<file path="src/rtl/traffic_phase_ctr.sv">
// Round-robin traffic-light sequencer (GREEN -> YELLOW -> ALLRED) with manual change, pedestrian walk and night flash.
// Every output is a register that updates on the clk edge after the state or tick event; no backpressure.
module traffic_phase_ctr #(
  parameter int TICK_CYCLES = 50_000_000,
  parameter int NUM_DIR     = 2,
  parameter int GREEN_S     = 10,
  parameter int YELLOW_S    = 3,
  parameter int ALLRED_S    = 1,
  parameter int MIN_GREEN_S = 4,
  parameter int WALK_S      = 5
) (
  input  logic               clk,
  input  logic               reset,
  input  logic               change,
  input  logic [NUM_DIR-1:0] ped_req,
  input  logic               night,
  output logic [NUM_DIR-1:0] red,
  output logic [NUM_DIR-1:0] yellow,
  output logic [NUM_DIR-1:0] green,
  output logic [NUM_DIR-1:0] walk,
  output logic [1:0]         phase,
  output logic [7:0]         sec_left
);

  localparam int              PW        = $clog2(TICK_CYCLES);
  localparam logic [PW-1:0]   TICK_MAX  = PW'(TICK_CYCLES - 1);
  localparam logic [1:0]      LAST_P    = 2'(NUM_DIR - 1);
  localparam logic [7:0]      GREEN_T   = 8'(GREEN_S);
  localparam logic [7:0]      YELLOW_T  = 8'(YELLOW_S);
  localparam logic [7:0]      ALLRED_T  = 8'(ALLRED_S);
  localparam logic [7:0]      GUARD_MAX = 8'(GREEN_S - MIN_GREEN_S);
  localparam logic [7:0]      WALK_END  = 8'(GREEN_S - WALK_S);

  typedef enum logic [1:0] {S_GREEN, S_YELLOW, S_ALLRED, S_FLASH} state_t;

  state_t              state;
  logic [PW-1:0]       presc;
  logic [NUM_DIR-1:0]  pend;
  logic                chg_pend;
  logic                change_d;

  logic                tick;
  logic                last_sec;
  logic [7:0]          sec_dec;
  logic                guard_met;
  logic                change_rise;
  logic [1:0]          next_p;
  logic [NUM_DIR-1:0]  pend_in;
  logic [NUM_DIR-1:0]  next_mask;
  logic [NUM_DIR-1:0]  cur_mask;

  function automatic logic [NUM_DIR-1:0] dir_mask(input logic [1:0] idx);
    dir_mask = NUM_DIR'(1) << idx;
  endfunction

  assign tick        = (presc == TICK_MAX);
  assign last_sec    = tick && (sec_left == 8'd1);
  assign sec_dec     = sec_left - 8'd1;
  // Elapsed seconds are judged after this cycle's tick, so a change can end green on the exact second boundary.
  assign guard_met   = (tick ? sec_dec : sec_left) <= GUARD_MAX;
  assign change_rise = change && !change_d;
  assign next_p      = (phase == LAST_P) ? 2'd0 : phase + 2'd1;
  assign pend_in     = pend | ped_req;
  assign next_mask   = dir_mask(next_p);
  assign cur_mask    = dir_mask(phase);

  always_ff @(posedge clk or negedge reset) begin
    if (!reset) begin
      state    <= S_ALLRED;
      presc    <= '0;
      pend     <= '0;
      chg_pend <= 1'b0;
      change_d <= 1'b0;
      red      <= '1;
      yellow   <= '0;
      green    <= '0;
      walk     <= '0;
      phase    <= LAST_P;
      sec_left <= ALLRED_T;
    end else begin
      change_d <= change;
      pend     <= pend_in;
      presc    <= tick ? '0 : presc + PW'(1);
      if (tick) sec_left <= sec_dec;
      case (state)
        S_GREEN: begin
          if (change_rise) chg_pend <= 1'b1;
          if (tick && sec_dec == WALK_END) walk <= '0;
          if (night || (chg_pend && guard_met) || last_sec) begin
            state    <= S_YELLOW;
            presc    <= '0;
            sec_left <= YELLOW_T;
            chg_pend <= 1'b0;
            green    <= '0;
            walk     <= '0;
            yellow   <= cur_mask;
          end
        end
        S_YELLOW: begin
          if (last_sec) begin
            state    <= S_ALLRED;
            presc    <= '0;
            sec_left <= ALLRED_T;
            yellow   <= '0;
            red      <= '1;
          end
        end
        S_ALLRED: begin
          if (last_sec) begin
            presc <= '0;
            if (night) begin
              state    <= S_FLASH;
              phase    <= LAST_P;
              sec_left <= 8'd0;
              red      <= '0;
              yellow   <= '1;
            end else begin
              // A request arriving on the entry cycle is served now and consumed.
              state    <= S_GREEN;
              phase    <= next_p;
              sec_left <= GREEN_T;
              red      <= ~next_mask;
              green    <= next_mask;
              walk     <= (|(pend_in & next_mask)) ? next_mask : '0;
              pend     <= pend_in & ~next_mask;
            end
          end
        end
        S_FLASH: begin
          sec_left <= 8'd0;
          if (!night) begin
            state    <= S_ALLRED;
            presc    <= '0;
            sec_left <= ALLRED_T;
            red      <= '1;
            yellow   <= '0;
          end else if (tick) begin
            yellow <= ~yellow;
          end
        end
        default: state <= S_ALLRED;
      endcase
    end
  end

endmodule

</file>
<file path="config.mk">
export PLATFORM = sky130hd
export DESIGN_NAME = traffic_phase_ctr
export DESIGN_NICKNAME = d
export VERILOG_FILES = /design/src/rtl/traffic_phase_ctr.sv
export SDC_FILE = /design/constraint.sdc
export NUM_CORES = 1
export LEC_CHECK = 0
export CORE_MARGIN = 2
export CORE_UTILIZATION = 58
export DETAILED_ROUTE_END_ITERATION = 10
export PLACE_DENSITY_LB_ADDON = 0.08
export SKIP_LAST_GASP = 1
export SLEW_MARGIN = 10
export SYNTH_ARGS = -nofsm -noshare
export SYNTH_HDL_FRONTEND = slang
export SYNTH_SLANG_ARGS = --single-unit
export TNS_END_PERCENT = 10
</file>
<file path="constraint.sdc">
create_clock -name clk -period 4 [get_ports clk]
set_clock_uncertainty 0.05 [all_clocks]
set_input_delay 0.6 -clock clk [delete_from_list [all_inputs] [get_ports clk]]
set_output_delay 0.6 -clock clk [all_outputs]
set_load 0.02 [all_outputs]
</file>
# Yosys cells after proc, flatten, opt, wreduce, memory -nomap -nowiden
# Cells that the tools add are included.
op_classes:
  order_cmp: 1
  addsub: 3
  shift: 2
  mux: 47
  eq_ne: 15
  reduce_logical: 20
  bitwise_logic: 5
ops:
  columns: ["operator", "count"]
  rows:
  - ["two-way mux 26 bit", 4]
  - ["one-hot mux 26 bit (3 select lines)", 1]
  - ["two-way mux 2 bit", 28]
  - ["two-way mux 8 bit", 4]
  - ["one-hot mux 8 bit (4 select lines)", 1]
  - ["adder 26 x 1 -> 26 bit (second input constant)", 1]
  - ["equality test 26 bit (second input constant)", 1]
  - ["one-hot mux 2 bit (4 select lines)", 2]
  - ["AND reduction 4 bit", 4]
  - ["inequality test 2 bit (second input constant)", 6]
  - ["equality test 8 x 1 -> 1 bit (second input constant)", 1]
  - ["equality test 8 x 3 -> 1 bit (second input constant)", 1]
  - ["less-or-equal comparator 8 x 3 -> 1 bit (second input constant)", 1]
  - ["one-hot mux 2 bit (2 select lines)", 2]
  - ["subtractor 8 x 1 -> 8 bit (second input constant)", 1]
  - ["inequality test 3 bit (second input constant)", 2]
  - ["one-hot mux 2 bit (3 select lines)", 1]
  - ["AND reduction 5 bit", 1]
  - ["bitwise AND 2 bit", 2]
  - ["equality test 2 x 1 -> 1 bit (second input constant)", 2]
  - ["equality test 2 bit (second input constant)", 2]
  - ["logical AND 1 bit", 4]
  - ["two-way mux 4 bit", 1]
  - ["inverter 2 bit", 2]
  - ["11 further kinds", 18]
totals:
  inputBits: 6
  elab_cells: 104
  ff_bits: 50
  out_inout_bits: 18

# Longest topological paths before layout
depth:
  depth_word: 9
  mapped_depth: 10
  depth_no_buf: 8

# Least setup slack after synthesis
# No wires, ideal clock.
synth_path:
  path_kind: "register to register"
  startpoint: "register sec_left[0]"
  endpoint: "register walk[0]"
  setup_ns: 0.128
  arrival_time_ns: 2.769
  period_less_slack_ns: 2.946
  stages_incl_launch_ff: 10
  path_buffers: 1
  t_required_ns: 3.822
  setup_slack_ns: 1.054
  cell_sequence: "dfstp_2 -> clkbuf_1 -> inv_1 -> ha_1 -> or4b_4 -> o32ai_2 -> o211ai_1 -> a32o_2 -> a21oi_4 -> mux2_1"
synth_via:
  elab_chain_len: 8
  word_cells_on_any_way: 15
  cone_classes: "add/sub (1); order compare (1); eq/ne (4); mux (3); reduce/logical (6)"
synth_rtl:
  columns: ["element", "line_no", "rtl"]
  rows:
  - ["start: declaration", "22", "output logic [7:0] sec_left"]
  - ["start signal: assignment", "79", "sec_left <= ALLRED_T;"]
  - ["start signal: assignment", "84", "if (tick) sec_left <= sec_dec;"]
  - ["start signal: assignment", "92", "sec_left <= YELLOW_T;"]
  - ["subtractor 8 x 1 -> 8 bit", "58", "assign sec_dec = sec_left - 8'd1;"]
  - ["two-way mux 8 bit", "60", "assign guard_met = (tick ? sec_dec : sec_left) <= GUARD_MAX;"]
  - ["less-or-equal comparator 8 x 3 -> 1 bit", "60", null]
  - ["logical AND 1 bit", "89", "if (night || (chg_pend && guard_met) || last_sec) begin"]
  - ["logical OR 1 bit (2 in series)", "89", null]
  - ["inequality test 3 bit (no line) / two-way mux 2 bit (equally long branches)", null, null]
  - ["AND reduction 4 bit (no line) / one-hot mux 2 bit (2 select lines) (equally long branches)", null, null]
  - ["end signal: assignment", "124", "walk <= (|(pend_in & next_mask)) ? next_mask : '0;"]
  - ["end: declaration", "20", "output logic [NUM_DIR-1:0] walk,"]
# Parallel ways exist; a longest one is shown, timed or not.
# A chain may end at the register's enable or synchronous reset.

# Worst setup path after layout
# Same ends and word-level chain as after synthesis.

==> key figures <==
STA
  • Period utilisation layout: 75.53%
  • Worst Tran Pin Value: 0.8264 ns
  • Fin crit period: 3.021 ns
  • Final max-slew violation count: 0
  • FMAX: 331.0 MHz
  • Final setup viols: 0
  • Final Hold Fails: 0
  • RSZ-0062 raised after global routing: false
  • Slew Limit Headroom: 44.40%
  • Setup tns final: 0 ns

Synth
  • Largest family of logic cells by synthesized area: simple AND/OR/NAND/NOR gates
  • Synth area leaders: dfrtp_1, nor2_1, xor2_1, dfstp_2, ha_1
  • Leading register cell type out of synthesis: dfrtp_1
  • Post-Syn Area per Cell: 9.132 sq um
  • Flops & latches, synth: 50
  • Synthesized Nets: 342
  • Post-synth cell types: 61
  • Post-synthesis mux area share: 2.548%
  • Synth warn: 0
  • Cell count after synthesis: 328
  • Yosys top cell area share: 37.59%
  • Post-synthesis adder-cell area fraction: 3.342%
  • Sequential element share of the synthesized area: 41.98%
  • Post-synth top area cell: dfrtp_1
  • Synth Area in Simple Gates: 26.36%
  • Count leader, synth: nor2_1
  • Commonest cells in the netlist: nor2_1, dfrtp_1, nand2_1
  • Post-Syn Area: 2995 sq um
  • Post-synth EDFFs: 0
  • Xor and xnor area share after synthesis: 8.772%
  • Compound-Gate Fraction of Synth Area: 12.87%
  • Post-synth ARST share: 100.0%

Place
  • HPWL after detailed placement: 4317 um
  • GPL Wtd Cong: 0.8638
  • Port Buffers: 23
  • Placed Instances: 408

Die
  • Die span in x: 75.87 um
  • Initial Util: 59.40%
  • Height of the die: 75.87 um
  • Rows: 26
  • Die ar.: 5756 sq um
  • Core area: 5042 sq um
  • I/O pins: 24

Critical path
  • Setup Crit Path Kind: reg2reg
  • Crit-path cells: inv_1, ha_1, or4b_4, o32ai_2, o211ai_1, a32o_2, a21oi_4, mux2_1
  • Critical Path RT: 4.14 ns
  • FF-to-FF Start: sec_left[0]
  • Crit end category: register
  • Critical Path Slowest Stage Cell: dfstp_2
  • Crit. Startpoint: sec_left[0]
  • Worst-path maximum fanout: 14
  • Max incr delay on CP: 0.67 ns
  • Data arrival, critical path: 3.17 ns
  • Startpoint Class: register

Layout
  • Multi-input gate area: 1614 sq um
  • ANT cells: 0
  • # nets final: 359
  • Register area: 1257 sq um
  • Area growth from synthesis to layout: 11.15%
  • Fill count: 416
  • Post-route insts no fill: 416
  • Layout cells sized above 1: 9.827%

GRT
  • Met3 Use GR: 4.630%
  • Met2 global-route usage: 38.03%
  • Met1 global-route usage: 29.11%
  • Total gr overflow: 0
  • Largest net degree at the start of global routing: 51
  • Vias in the first global route: 2,179
  • Tot GR Track Use: 22.91%
  • Most Crowded Layer GR: met2
  • Initial antenna violation count: 0
  • First-pass GRT wire length: 9942 um

Clock network
  • CTS sink cnt: 50
  • Hold-fix buffers, CTS: 0
  • H-tree levels: 2
  • Setup bufs post-CTS: 0
  • Total CTS buffers: 5
  • Clk buf depth: 2
  • Post-CTS sizing: 0
  • CTS Root Cell: clkbuf_8
  • Worst-path clk slew: 0.09 ns
  • CTS tree: yes
  • Clock latency on the worst-skew pair: 0.31 ns

Routing
  • Drt drc: 0
  • WL final: 6025 um
  • Initial DRC count: 128
  • Via count: 2,365
  • ANT nets after route: 0
  • DRT Pass-1 Iters: 4
  • Drt wl/cell: 14.48 um
  • Via density: 5.685

Pwr
  • Pleak: 1.364 nW
  • Total Power: 1.771 mW
  • Total power per unit cell area: 531.8 nW/um^2
  • Peak VDD IR: 0.3084 mV

Outcome
  • Outcome: finished, final reports clean

Min path
  • Worst min-delay path class: in2async

Flow run
  • Maxcap violations: 0
-- through the flow --
stage                     instance area [sq um]  util (%)  worst slack [ns]  hold slack (ns)
after floorplan                            2995         -             1.054           0.2544
after global routing                       3329     66.03            0.8617           0.3114
final                                      3329     66.03            0.9787           0.2535
after CTS                                  3327     65.98            0.9887           0.4440
after global placement                     3244     64.34             1.077           0.4162
after detailed placement                   3244     64.34             1.014           0.4220
-- per-layer routing --
| metal | vias up | part of all wire, % |
|---|---|---|
| met5 | - | 0 |
| met3 | 12 | 4.0 |
| li1 | 1182 | - |
| met4 | 0 | 2.1 |
| met1 | 1124 | 45 |
| met2 | 47 | 49 |
-- placed cells by master (no fill, tap or decap), drive strengths merged, types with 3 or more instances in the layout --
master and instances:
nor2 56, dfrtp 45, nand2 23, clkdlybuf4s50 22
xor2 19, nand3 17, o21ai 17, a21oi 13
inv 12, nor3 12, xnor2 11, nand4 9
and3 8, ha 8, clkbuf 6, dfstp 5
mux2 5, o21a 4, nor4 4, or3 3
a211oi 3, nand3b 3, buf 3
-- cells by family after synthesis --
family / after synthesis
adders and majority gates: 8
muxes: 7
AOI/OAI and AO/OA: 55
DFF: 50
buffers and inverters: 27
xor gates and xnor gates: 30
and+or+nand+nor: 151
-- layout make-up --
class                           count  share of cell area, %
Timing Repair Buffer               25                  7.291
Tap cell                           70                  2.631
Inverter                           12                  1.353
Multi-Input combinational cell    251                  48.48
Clock inverter                      2                 0.3006
Clock buffer                        6                  2.180
Sequential cell                    50                  37.77
-- registers in the layout, indices dropped and copies added, names as in the netlist, 2 cells and up --
register / flops
state: 2
pend: 2
phase: 2
red: 2
sec_left: 8
yellow: 2
presc: 26
green: 2
walk: 2
-- critical path, delay by kind of cell, from the launching register on --
family | cells | cell delay, ns
compound gates | 4 | 0.89
fa+ha+maj | 1 | 0.34
buf+inv | 1 | 0.10
flops | 1 | 0.67
mux | 1 | 0.33
simple gates | 1 | 0.53
-- path summary, 6_finish.rpt --
path,end,slack (ns),cells after the start
setup / recovery,walk[0],0.98,8
hold reg to reg,chg_pend,0.44,1
setup reg to reg,walk[0],0.98,8
hold / removal,green[0],0.25,1
max in group asynchronous,presc[23],3.22,1
min in group clk,chg_pend,0.44,1
-- power breakdown --
group          leakage [nW]  switching, mW  internal, mW  total [mW]
Combinational         0.662          0.512         0.329       0.840
Sequential            0.658         0.0688         0.576       0.645
Clock                0.0450          0.164         0.122       0.286
(Power assumes the default switching activity.)
==> patch: new RTL, same flow settings <==
Set the parameter `TICK_CYCLES` to 25_000_000 (it was 50_000_000).
--- a/src/rtl/traffic_phase_ctr.sv
+++ b/src/rtl/traffic_phase_ctr.sv
@@ -1,7 +1,7 @@
 // Round-robin traffic-light sequencer (GREEN -> YELLOW -> ALLRED) with manual change, pedestrian walk and night flash.
 // Every output is a register that updates on the clk edge after the state or tick event; no backpressure.
 module traffic_phase_ctr #(
-  parameter int TICK_CYCLES = 50_000_000,
+  parameter int TICK_CYCLES = 25_000_000,
   parameter int NUM_DIR     = 2,
   parameter int GREEN_S     = 10,
   parameter int YELLOW_S    = 3,
Check against the original RTL: same outputs for any inputs over 10 cycles, from zero or initial values and one cycle with reset low; that may be too few to reach the edited logic, so the function may still have changed.
==> patch against the original RTL <==
- design area decreased by 1.6%
- die area down 1.5%
- routed wire length fell by 2.6%
- setup slack worse by 0.12 ns
- sequential cell count shrank 1
- area after synthesis is 1.6% lower
- non-clock buffer count is 1 lower
- critical endpoint is now yellow[1]$_DFFE_PN0P_
Power is not compared: it rests on default switching activity, and its combinational part moved more than twofold at a synthesized area within 25%.
==> patch: results <==
set metrics [dict create \
    status "finished, final reports clean" \
    core-area_um2 4820 \
    syn_inst 310 \
    grt_max_degree 50 \
    fmax_ghz 0.318 \
    crit_path_max_fanout 10 \
    buffer_area_share_pct 7.10 \
    ys_seq_area_share_pct 41.8 \
    grt_pass1_wl_mm 9.75 \
    clock_area_share_pct 2.56 \
    track_usage_pct 22.5 \
    multi_input_gates 235 \
    clock_buffer_count 7 \
    grtUsageMet3_pct 4.02 \
    reg.largest.list "presc: 25 flops, sec_left: 8 flops" \
    dp_hpwl_mm 4.17 \
    syn_to_final_growth_pct 11.2 \
    wl_per_cell_um 14.8 \
    multi_input_area_um2 1590 \
    yosysUniqueCellTypes 56 \
    synth.area.top_cells "dfrtp_1 (37%), xnor2_1 (4.8%), xor2_1 (4.8%), nor2_1 (4.7%), dfstp_2 (4.5%)" \
    gp_congestion 0.905 \
    met2_usage_pct 32.9 \
    nNetsFinal 342 \
    nFlopsAndLatches 49 \
    slew_headroom_pct 27.8 \
    dpl.cell_count 388 \
    drive_gt1_share_pct 10.6 \
    seqCellArea_um2 1230 \
    netlist_top_cells_count "dfrtp_1 (44), nor2_1 (37), nand2_1 (28)" \
    syn_nets 324 \
    wl_met1_mm 2.97 \
    cpPeakStageDelay_ns 0.65 \
    r2r_cells 9 \
    via_count 2250 \
    nNonClkInverters 13 \
    grt_pass1_vias 2027 \
    met2WireLength_mm 2.60 \
    use_met1_pct 34.8 \
    pre_cts_ws_ns 0.887 \
]
patch: cells by family after synthesis:
kind of cell,after synthesis,synth area share (%)
buffers and inverters,26,4.08
AO/OA/AOI/OAI,53,12.7
multiplexers,5,1.87
adder cells (fa/ha/maj),8,3.40
XOR/XNOR,32,9.51
AND/OR/NAND/NOR,137,26.6
flip-flops,49,41.8
patch: worst max path at each step:
| stage | from | endpoint | cells past startpoint |
|---|---|---|---|
| floorplan | sec_left[0]$_DFF_PN1_ | yellow[0]$_DFFE_PN0P_ | 10 |
| global placement | sec_left[0]$_DFF_PN1_ | yellow[1]$_DFFE_PN0P_ | 9 |
| detailed placement | sec_left[0]$_DFF_PN1_ | yellow[1]$_DFFE_PN0P_ | 9 |
| CTS | sec_left[0]$_DFF_PN1_ | yellow[1]$_DFFE_PN0P_ | 9 |
| global route | presc[0]$_DFF_PN0_ | presc[23]$_DFF_PN0_ | 8 |
| finish | sec_left[0]$_DFF_PN1_ | yellow[1]$_DFFE_PN0P_ | 9 |
